--- config.mk ---
export PLATFORM = sky130hd
export DESIGN_NAME = req_arbiter8
export DESIGN_NICKNAME = d
export VERILOG_FILES = /design/src/rtl/req_arbiter8.sv
export SDC_FILE = /design/constraint.sdc
export NUM_CORES = 1
export LEC_CHECK = 0
export BUFFER_PORTS_ARGS = -buffer_cell sky130_fd_sc_hd__buf_4
export CAP_MARGIN = 0
export CELL_PAD_IN_SITES_DETAIL_PLACEMENT = 0
export CELL_PAD_IN_SITES_GLOBAL_PLACEMENT = 1
export CORE_MARGIN = 1.5
export CORE_UTILIZATION = 47
export DETAILED_ROUTE_END_ITERATION = 8
export HOLD_SLACK_MARGIN = 0.03
export MAX_ROUTING_LAYER = met4
export PLACE_DENSITY = 0.83
export SETUP_SLACK_MARGIN = 0.2
export SLEW_MARGIN = 20
export SYNTH_ARGS = -nofsm -noshare
export SYNTH_HDL_FRONTEND = slang
export SYNTH_SLANG_ARGS = --single-unit
--- constraint.sdc ---
create_clock -name clk -period 9.3 [get_ports clk]
set_input_delay 0.465 -clock clk [delete_from_list [all_inputs] [get_ports clk]]
set_output_delay 0.465 -clock clk [all_outputs]
set_load 0.005 [all_outputs]
--- src/rtl/req_arbiter8.sv ---
// req_arbiter8: eight-way arbiter for one shared resource.
// Fixed or round-robin priority, registered grant, bounded hold time.
module req_arbiter8 #(
    parameter int MAX_HOLD = 16,
    parameter int HOLD_W   = 8
) (
    input  logic       clk,
    input  logic       rst,
    input  logic [7:0] req,
    input  logic       rr_en,
    output logic [7:0] gnt,
    output logic [2:0] gnt_idx,
    output logic       gnt_valid,
    output logic       timeout
);

    typedef enum logic {IDLE, GRANT} state_t;

    // Counter holds (cycles held - 1) so MAX_HOLD = 2^HOLD_W still fits.
    localparam logic [HOLD_W-1:0] HOLD_LAST = HOLD_W'(MAX_HOLD - 1);

    state_t      state_q, state_d;
    logic [7:0]  gnt_q, gnt_d;
    logic [2:0]  idx_q, idx_d;
    logic        valid_q, valid_d;
    logic        timeout_q, timeout_d;
    logic [HOLD_W-1:0] hold_q, hold_d;
    logic [2:0]  last_q, last_d;
    logic [7:0]  skip_q, skip_d;

    logic [7:0]  cand_raw;
    logic [7:0]  cand;
    logic [2:0]  win;
    logic        owner_req;
    logic        at_limit;

    // Rotate so that bit 'base' lands at position 0, then take the highest set bit.
    function automatic logic [2:0] pick(input logic [7:0] c, input logic [2:0] base);
        logic [15:0] dbl;
        logic [7:0]  rot;
        logic [2:0]  k;
        dbl = {c, c} >> base;
        rot = dbl[7:0];
        k   = 3'd0;
        for (int i = 0; i < 8; i++) begin
            if (rot[i]) begin
                k = 3'(i);
            end
        end
        return base + k;
    endfunction

    assign cand_raw  = req & ~skip_q;
    assign cand      = (|cand_raw) ? cand_raw : req;
    assign win       = pick(cand, rr_en ? last_q : 3'd0);
    assign owner_req = req[idx_q];
    assign at_limit  = (hold_q == HOLD_LAST);

    always_ff @(posedge clk) begin
        if (rst) begin
            state_q <= IDLE;
        end else begin
            state_q <= state_d;
        end
    end

    always_comb begin
        state_d = state_q;
        unique case (state_q)
            IDLE: begin
                if (|cand) begin
                    state_d = GRANT;
                end
            end
            GRANT: begin
                if (!owner_req || at_limit) begin
                    state_d = IDLE;
                end
            end
        endcase
    end

    always_comb begin
        gnt_d     = gnt_q;
        idx_d     = idx_q;
        valid_d   = valid_q;
        timeout_d = 1'b0;
        hold_d    = hold_q;
        last_d    = last_q;
        skip_d    = skip_q;
        unique case (state_q)
            IDLE: begin
                skip_d  = 8'h00;
                hold_d  = '0;
                gnt_d   = 8'h00;
                idx_d   = 3'd0;
                valid_d = 1'b0;
                if (|cand) begin
                    gnt_d   = 8'd1 << win;
                    idx_d   = win;
                    valid_d = 1'b1;
                    last_d  = win;
                end
            end
            GRANT: begin
                if (!owner_req) begin
                    gnt_d   = 8'h00;
                    idx_d   = 3'd0;
                    valid_d = 1'b0;
                    skip_d  = 8'h00;
                end else if (at_limit) begin
                    // Skip the evicted owner once so a waiting peer gets a turn.
                    gnt_d     = 8'h00;
                    idx_d     = 3'd0;
                    valid_d   = 1'b0;
                    timeout_d = 1'b1;
                    skip_d    = gnt_q;
                end else begin
                    hold_d = hold_q + 1'b1;
                end
            end
        endcase
    end

    always_ff @(posedge clk) begin
        if (rst) begin
            gnt_q     <= 8'h00;
            idx_q     <= 3'd0;
            valid_q   <= 1'b0;
            timeout_q <= 1'b0;
            hold_q    <= '0;
            last_q    <= 3'd0;
            skip_q    <= 8'h00;
        end else begin
            gnt_q     <= gnt_d;
            idx_q     <= idx_d;
            valid_q   <= valid_d;
            timeout_q <= timeout_d;
            hold_q    <= hold_d;
            last_q    <= last_d;
            skip_q    <= skip_d;
        end
    end

    assign gnt       = gnt_q;
    assign gnt_idx   = idx_q;
    assign gnt_valid = valid_q;
    assign timeout   = timeout_q;

endmodule

==> impl_metrics.py, run 1 <==
metrics = {
    "clock_network": {
        "cts_root_buffer": "clkbuf_8",
        "insertion_delay_ps": 270,
        "post_cts_buffers": 0,
        "cts_resized": 0,
        "clock-sinks": 33,
        "cts-hold-fix-buffers": 0,
        "cts-htree-levels": 2,
        "cts.clk_slew.worst_paths_ps": 60,
        "cts_made_buffers": 5,
        "clock_path_buffers": 2,
        "cts_tree": "built",
    },
    "floorplanning": {
        "core_area_um2": 4750,
        "die_y_um": 73.4,
        "start_util_pct": 49.0,
        "design.die.area_um2": 5390,
        "chipWidth_um": 73.4,
        "rows": 25,
        "io_pins": 24,
    },
    "worst_setup_path": {
        "r2r_cells": 15,
        "cp_max_fo": 16,
        "reg2reg_to": "gnt[5]$_SDFFE_PP0P_",
        "regToRegSetupSlack_ps": 5300,
        "startpoint": "last_q[1]$_SDFFE_PP0P_",
        "required_ps": 9510,
        "crit_type": "register to register",
        "reg2reg_from": "last_q[1]$_SDFFE_PP0P_",
        "cp-endpoint": "gnt[5]$_SDFFE_PP0P_",
        "arrival_ps": 4210,
        "critPathCaptureType": "register",
        "cp-start-kind": "register",
    },
    "power_and_ir_drop": {
        "p_leak_nw": 1.09,
        "power_density_nw_per_um2": 182,
        "ir_drop_v": 0.000148,
    },
    "timing": {
        "period_share_pct": 43.0,
        "hold_viol": 0,
        "fin_crit_ps": 4000,
        "max_clock_freq_mhz": 250,
        "setup_ws_ps": 5300,
        "setup_viol": 0,
        "setup_tns_ps": 0,
        "rsz0062_at_grt": "no",
        "max_slew_margin_pct": 54.0,
        "skew_ps": 4.87,
        "drv_slew": 0,
        "tightest_slew_ps": 690,
    },
    "route": {
        "wl_um": 5960,
        "ant_nets": 0,
        "vias": 2131,
        "drc": 0,
        "firstDrtPassIters": 4,
        "drtIter0Drc": 175,
        "detail_route.wl_per_cell_um": 16.3,
        "viasPerCell": 5.84,
    },
    "place": {
        "hpwl_um": 4600,
        "place_area_um2": 2510,
        "io_buffers": 23,
        "place_worst_setup_slack_ps": 5240,
        "gp_congestion": 0.996,
    },
    "synthesis": {
        "yosysWarnings": 0,
        "ys_types": 59,
        "yosysTopAreaCellShare_pct": 28.3,
        "synth_common_cells": "nand2_1 (38), dfxtp_1 (33), nor2_1 (26)",
        "yosysTopAreaCell": "dfxtp_1",
        "synthFlopType": "dfxtp_1",
        "synth_most_common_cell": "nand2_1",
        "synth-edff-count": 0,
        "syn_area_per_cell_um2": 8.30,
        "syn-num-nets": 295,
        "syn_inst": 281,
        "ys_ff_latch": 33,
        "ys_seq_area_share_pct": 28.3,
        "synthTopCellsByArea": "dfxtp_1 (28%), mux2i_1 (8.2%), nand2_1 (6.1%)",
        "synth.cell_area_um2": 2330,
        "async_flop_share_pct": 0,
    },
    "final_layout": {
        "antenna_cells": 0,
        "area_growth_pct": 11.3,
        "regArea_um2": 661,
        "fillCellCount": 465,
        "layout.nets": 312,
        "layout-drive-gt1-share_pct": 18.1,
        "fin_util_pct": 54.6,
        "multi_input_area_um2": 1570,
        "stdcell_area_um2": 2590,
    },
    "status": {
        "status": "complete, no violations",
    },
    "global_route": {
        "grt_usage_pct": 24.9,
        "grt_pass1_wl_um": 9990,
        "grt_pass1_vias": 2036,
        "grt_max_degree": 17,
        "gr-total-overflow": 0,
        "antenna_found_initial": 0,
    },
    "min_path": {
        "hp-class": "input port to register",
    },
    "run": {
        "cap_violations": 0,
    },
}
[flip-flops by register name (all words and copies together) (netlist names)]
signal     flops
skip_q         8
gnt_valid      1
timeout        1
last_q         3
gnt_idx        3
hold_q         8
gnt            8
state_q        1
[layer usage]
layer  vias to the layer above  part of all wire (%)  wire, um  track usage [%]
li1                       1066                     -         -                -
met3                         4                   6.8       407             4.39
met1                       995                    49      2890             34.9
met2                        66                    44      2620             36.9
met5                         -                     0         0                -
met4                         0                  0.62        37             7.00
[placed cells by master, fill, tap and decap left out, drive strengths merged, types with 3 or more instances in the layout]
| cell type | netlist | routed |
|---|---|---|
| nand2 | 39 | 39 |
| dfxtp | 33 | 33 |
| nor2 | 26 | 26 |
| buf | 7 | 23 |
| nand3 | 21 | 21 |
| mux2i | 19 | 19 |
| a21oi | 13 | 13 |
| o21ai | 13 | 13 |
| a211oi | 11 | 11 |
| nand2b | 7 | 7 |
| and3 | 7 | 7 |
| clkbuf | 6 | 7 |
| o22ai | 6 | 6 |
| xor2 | 6 | 6 |
| inv | 6 | 6 |
| nor2b | 4 | 4 |
| mux4 | 4 | 4 |
| nor3 | 4 | 4 |
| a21boi | 4 | 4 |
| mux2 | 3 | 3 |
| xnor2 | 3 | 3 |
| and2 | 3 | 3 |
[worst min-delay path by stage]
stage | startpoint | end | slack (ps) | cells after the start
detailed placement | last_q[0]$_SDFFE_PP0P_ | last_q[0]$_SDFFE_PP0P_ | 450 | 2
CTS | rst | last_q[0]$_SDFFE_PP0P_ | 440 | 2
global route | rst | last_q[0]$_SDFFE_PP0P_ | 460 | 2
global placement | gnt_valid$_SDFFE_PP0P_ | gnt_valid$_SDFFE_PP0P_ | 450 | 2
finish | rst | last_q[0]$_SDFFE_PP0P_ | 460 | 2
floorplan | last_q[0]$_SDFFE_PP0P_ | last_q[0]$_SDFFE_PP0P_ | 440 | 2
[logic make-up (layout without fill, tap and decap cells)]
family / count (synthesis) / in the layout / synth area share (%)
and+or+nand+nor: 119 / 119 / 25.7
AOI/OAI and AO/OA: 72 / 72 / 22.8
DFF: 33 / 33 / 28.3
muxes: 26 / 26 / 13.5
buffers and inverters: 19 / 36 / 4.40
xor gates and xnor gates: 9 / 9 / 3.38
adders and majority gates: 3 / 3 / 1.93
[power by group]
part           total [mW]  internal (mW)  switching, mW
Clock               0.105         0.0586         0.0462
Combinational       0.192         0.0793          0.113
Sequential          0.174          0.157         0.0170
Total               0.471          0.295          0.176
[critical path, stage by stage, from the launching register on]
cell and delay, ps:
dfxtp_1 520, nand2_4 240, mux2_2 340, nor2b_1 140
mux4_2 480, o22ai_1 140, a21oi_1 90, o31ai_1 210
ha_1 190, inv_1 50, fa_1 410, xnor2_1 460
nand2_1 120, a211oi_1 310, nand3_1 110, nand3_1 100
[layout make-up]
class                   instances  area share [%]
clock buffers                   7            3.33
inverters                       6           0.868
multi-input cells             229            60.4
flip-flops and latches         33            25.5
well taps                      67            3.23
repair buffers                 23            6.66
[stage by stage]
stage	cells	hold slack, ps	power, mW
floorplan	281	437	0.319
CTS	365	444	0.473
global placement	358	450	0.367
global route	365	458	0.502
finish	365	458	0.471
detailed placement	358	454	0.366
Note: power is estimated with default switching activity, not from simulation.
==> run 2, diff against run 1 <==
--- a/config.mk
+++ b/config.mk
@@ -10,11 +10,11 @@
 export CELL_PAD_IN_SITES_DETAIL_PLACEMENT = 0
 export CELL_PAD_IN_SITES_GLOBAL_PLACEMENT = 1
 export CORE_MARGIN = 1.5
-export CORE_UTILIZATION = 47
+export CORE_UTILIZATION = 40
 export DETAILED_ROUTE_END_ITERATION = 8
 export HOLD_SLACK_MARGIN = 0.03
 export MAX_ROUTING_LAYER = met4
-export PLACE_DENSITY = 0.83
+export PLACE_DENSITY = 0.75
 export SETUP_SLACK_MARGIN = 0.2
 export SLEW_MARGIN = 20
 export SYNTH_ARGS = -nofsm -noshare
==> constraint.sdc (replaced) <==
create_clock -name clk -period 3.37 [get_ports clk]
set_input_delay 0.1685 -clock clk [delete_from_list [all_inputs] [get_ports clk]]
set_output_delay 0.1685 -clock clk [all_outputs]
set_load 0.005 [all_outputs]
==> run 2 against run 1 <==
Effect of this change:
- the run now ends with negative setup slack left
- global-route usage about the same
- non-clock buffer count grew 58
- clock power grew to 3.7 times the previous value
- first-iteration DRC count increased by 25%
- routed wire length grew 22%
- final area increased by 30%
- sequential power rose to 2.8 times the previous value
- sequential share of layout area decreased by 5.6 points
- clock-buffer cell count down 1
- final cell count increased by 18%
- utilization grew 5.9 points
- critical path depth increased by 1
- critical endpoint is now gnt[0]$_SDFFE_PP0P_
==> impl_metrics.py, run 2 (same netlist as run 1, synthesis figures left out) <==
metrics = {
    "status": {
        "status": "finished with violations",
        "violations": "negative setup slack",
    },
    "timing": {
        "drv_slew": 0,
        "period_share_pct": 108,
        "setup_tns_ps": -2150,
        "hold_viol": 0,
        "fin_crit_ps": 3630,
        "rsz0062_at_grt": "yes",
        "skew_ps": 15.3,
        "max_slew_margin_pct": 55.1,
        "tightest_slew_ps": 673,
        "max_clock_freq_mhz": 276,
        "setup_ws_ps": -257,
        "setup_viol": 11,
    },
    "clock_network": {
        "cts_made_buffers": 5,
        "insertion_delay_ps": 290,
        "clock-sinks": 33,
        "cts_tree": "built",
        "cts.clk_slew.worst_paths_ps": 80,
        "cts_root_buffer": "clkbuf_8",
        "cts-htree-levels": 2,
        "clock_path_buffers": 2,
        "cts-hold-fix-buffers": 0,
    },
    "route": {
        "drc": 0,
        "wl_um": 7290,
        "ant_nets": 0,
        "firstDrtPassIters": 4,
        "detail_route.wl_per_cell_um": 17.0,
        "drtIter0Drc": 218,
        "vias": 2388,
        "viasPerCell": 5.57,
    },
    "global_route": {
        "grt_max_degree": 15,
        "grt_pass1_vias": 2252,
        "grt_pass1_wl_um": 11600,
        "grt_usage_pct": 24.9,
        "antenna_found_initial": 0,
        "gr-total-overflow": 0,
    },
    "place": {
        "hpwl_um": 5640,
        "place_worst_setup_slack_ps": -331,
        "post-place-cells": 417,
        "io_buffers": 23,
        "gp_congestion": 0.924,
        "place_area_um2": 3040,
    },
    "floorplanning": {
        "design.die.area_um2": 6290,
        "core_area_um2": 5570,
        "rows": 27,
        "chipWidth_um": 79.3,
        "die_y_um": 79.3,
        "io_pins": 24,
        "start_util_pct": 41.8,
    },
    "worst_setup_path": {
        "r2r_cells": 16,
        "cp_slowest_cell": "fa_2",
        "cpLargestDelayFamily": "compound AO/OA/AOI/OAI gates",
        "crit_top_cell": "nand3_1",
        "cpPeakStageDelay_ps": 620,
        "regToRegSetupSlack_ps": -260,
        "cp.buffers_inverters": 1,
        "arrival_ps": 3870,
        "reg2reg_to": "gnt[0]$_SDFFE_PP0P_",
        "required_ps": 3610,
        "cp_max_fo": 5,
        "critPathCaptureType": "register",
        "cp-start-kind": "register",
        "reg2reg_from": "skip_q[0]$_SDFFE_PP0P_",
        "crit_path_cell_trace": "nand2b_4 -> o2111ai_4 -> o21ai_2 -> a32o_2 -> mux4_2 -> o22ai_1 -> a21oi_1 -> o31ai_2 -> ha_2 -> inv_2 -> fa_2 -> nor3b_4 -> nand2_1 -> a211oi_2 -> nand3_1 -> nand3_1",
        "crit_type": "register to register",
    },
    "run": {
        "cap_violations": 0,
    },
    "min_path": {
        "hold_path_end": "last_q[1]$_SDFFE_PP0P_",
        "min_path_cells": 2,
        "hp-class": "input port to register",
        "hp-start": "rst",
    },
    "final_layout": {
        "layout.nets": 370,
        "layout.cells.non_filler": 429,
        "antenna_cells": 0,
        "fillCellCount": 500,
        "area_growth_pct": 44.6,
        "fin_util_pct": 60.4,
        "final_cell_mix": "buf_4 (79), nand2_1 (37), dfxtp_1 (26)",
        "layout-drive-gt1-share_pct": 45.1,
        "layout.cells.most_common": "buf_4",
        "stdcell_area_um2": 3370,
    },
    "power_and_ir_drop": {
        "p_leak_nw": 1.47,
        "ir_drop_v": 0.000428,
        "power_density_nw_per_um2": 489,
    },
}
run 2: changes by cell type in the layout (fill, tap and decap cells not counted), moves of 6 or more:
cell and change:
dfxtp_1 -7, a211oi_1 -9, a211oi_2 +9, buf_4 +56
dfxtp_2 +7, nand2b_4 +6, nand2b_1 -6
run 2: worst max path at each step:
stage / start / end / slack (ps) / cells after the start
floorplan: last_q[1]$_SDFFE_PP0P_ / gnt[4]$_SDFFE_PP0P_ / 50 / 17
finish: skip_q[0]$_SDFFE_PP0P_ / gnt[0]$_SDFFE_PP0P_ / -260 / 16
detailed placement: last_q[1]$_SDFFE_PP0P_ / gnt[3]$_SDFFE_PP0P_ / -330 / 15
CTS: skip_q[3]$_SDFFE_PP0P_ / gnt[5]$_SDFFE_PP0P_ / -140 / 17
global placement: last_q[1]$_SDFFE_PP0P_ / gnt[3]$_SDFFE_PP0P_ / -220 / 15
global route: skip_q[0]$_SDFFE_PP0P_ / gnt[4]$_SDFFE_PP0P_ / -410 / 16
run 2: per-stage QoR:
step	hold WS, ps	power [mW]
floorplan	437	0.932
global placement	448	1.16
detailed placement	461	1.16
CTS	167	1.59
global route	209	1.73
finish	204	1.65
run 2: area by class of cell:
type / count / area (um2) / share of cell area, %
Timing Repair Buffer: 81 / 616 / 18.3
Inverter: 6 / 22.5 / 0.668
Sequential cell: 33 / 669 / 19.9
Tap cell: 72 / 90.1 / 2.67
Clock buffer: 6 / 82.6 / 2.45
Multi-Input combinational cell: 229 / 1850 / 55.0
Clock inverter: 2 / 37.5 / 1.11
run 2: metal layers:
| layer | track usage [%] | vias to the layer above | wire, um |
|---|---|---|---|
| met5 | - | - | 0 |
| met4 | 4.91 | 0 | 68 |
| met3 | 3.79 | 9 | 290 |
| met2 | 40.9 | 55 | 3530 |
| met1 | 32.6 | 1134 | 3410 |
| li1 | - | 1190 | - |
run 2: power breakdown:
group	total (mW)	internal [mW]	switching, mW
Clock	0.390	0.240	0.149
Combinational	0.773	0.373	0.400
Sequential	0.486	0.433	0.0528
run 2: repair_timing:
action / CTS / global route
buffers inserted: 1 / 3
endpoints found under the setup margin: 12 / 12
resized for setup: 22 / 16
pin swaps: 10 / 18
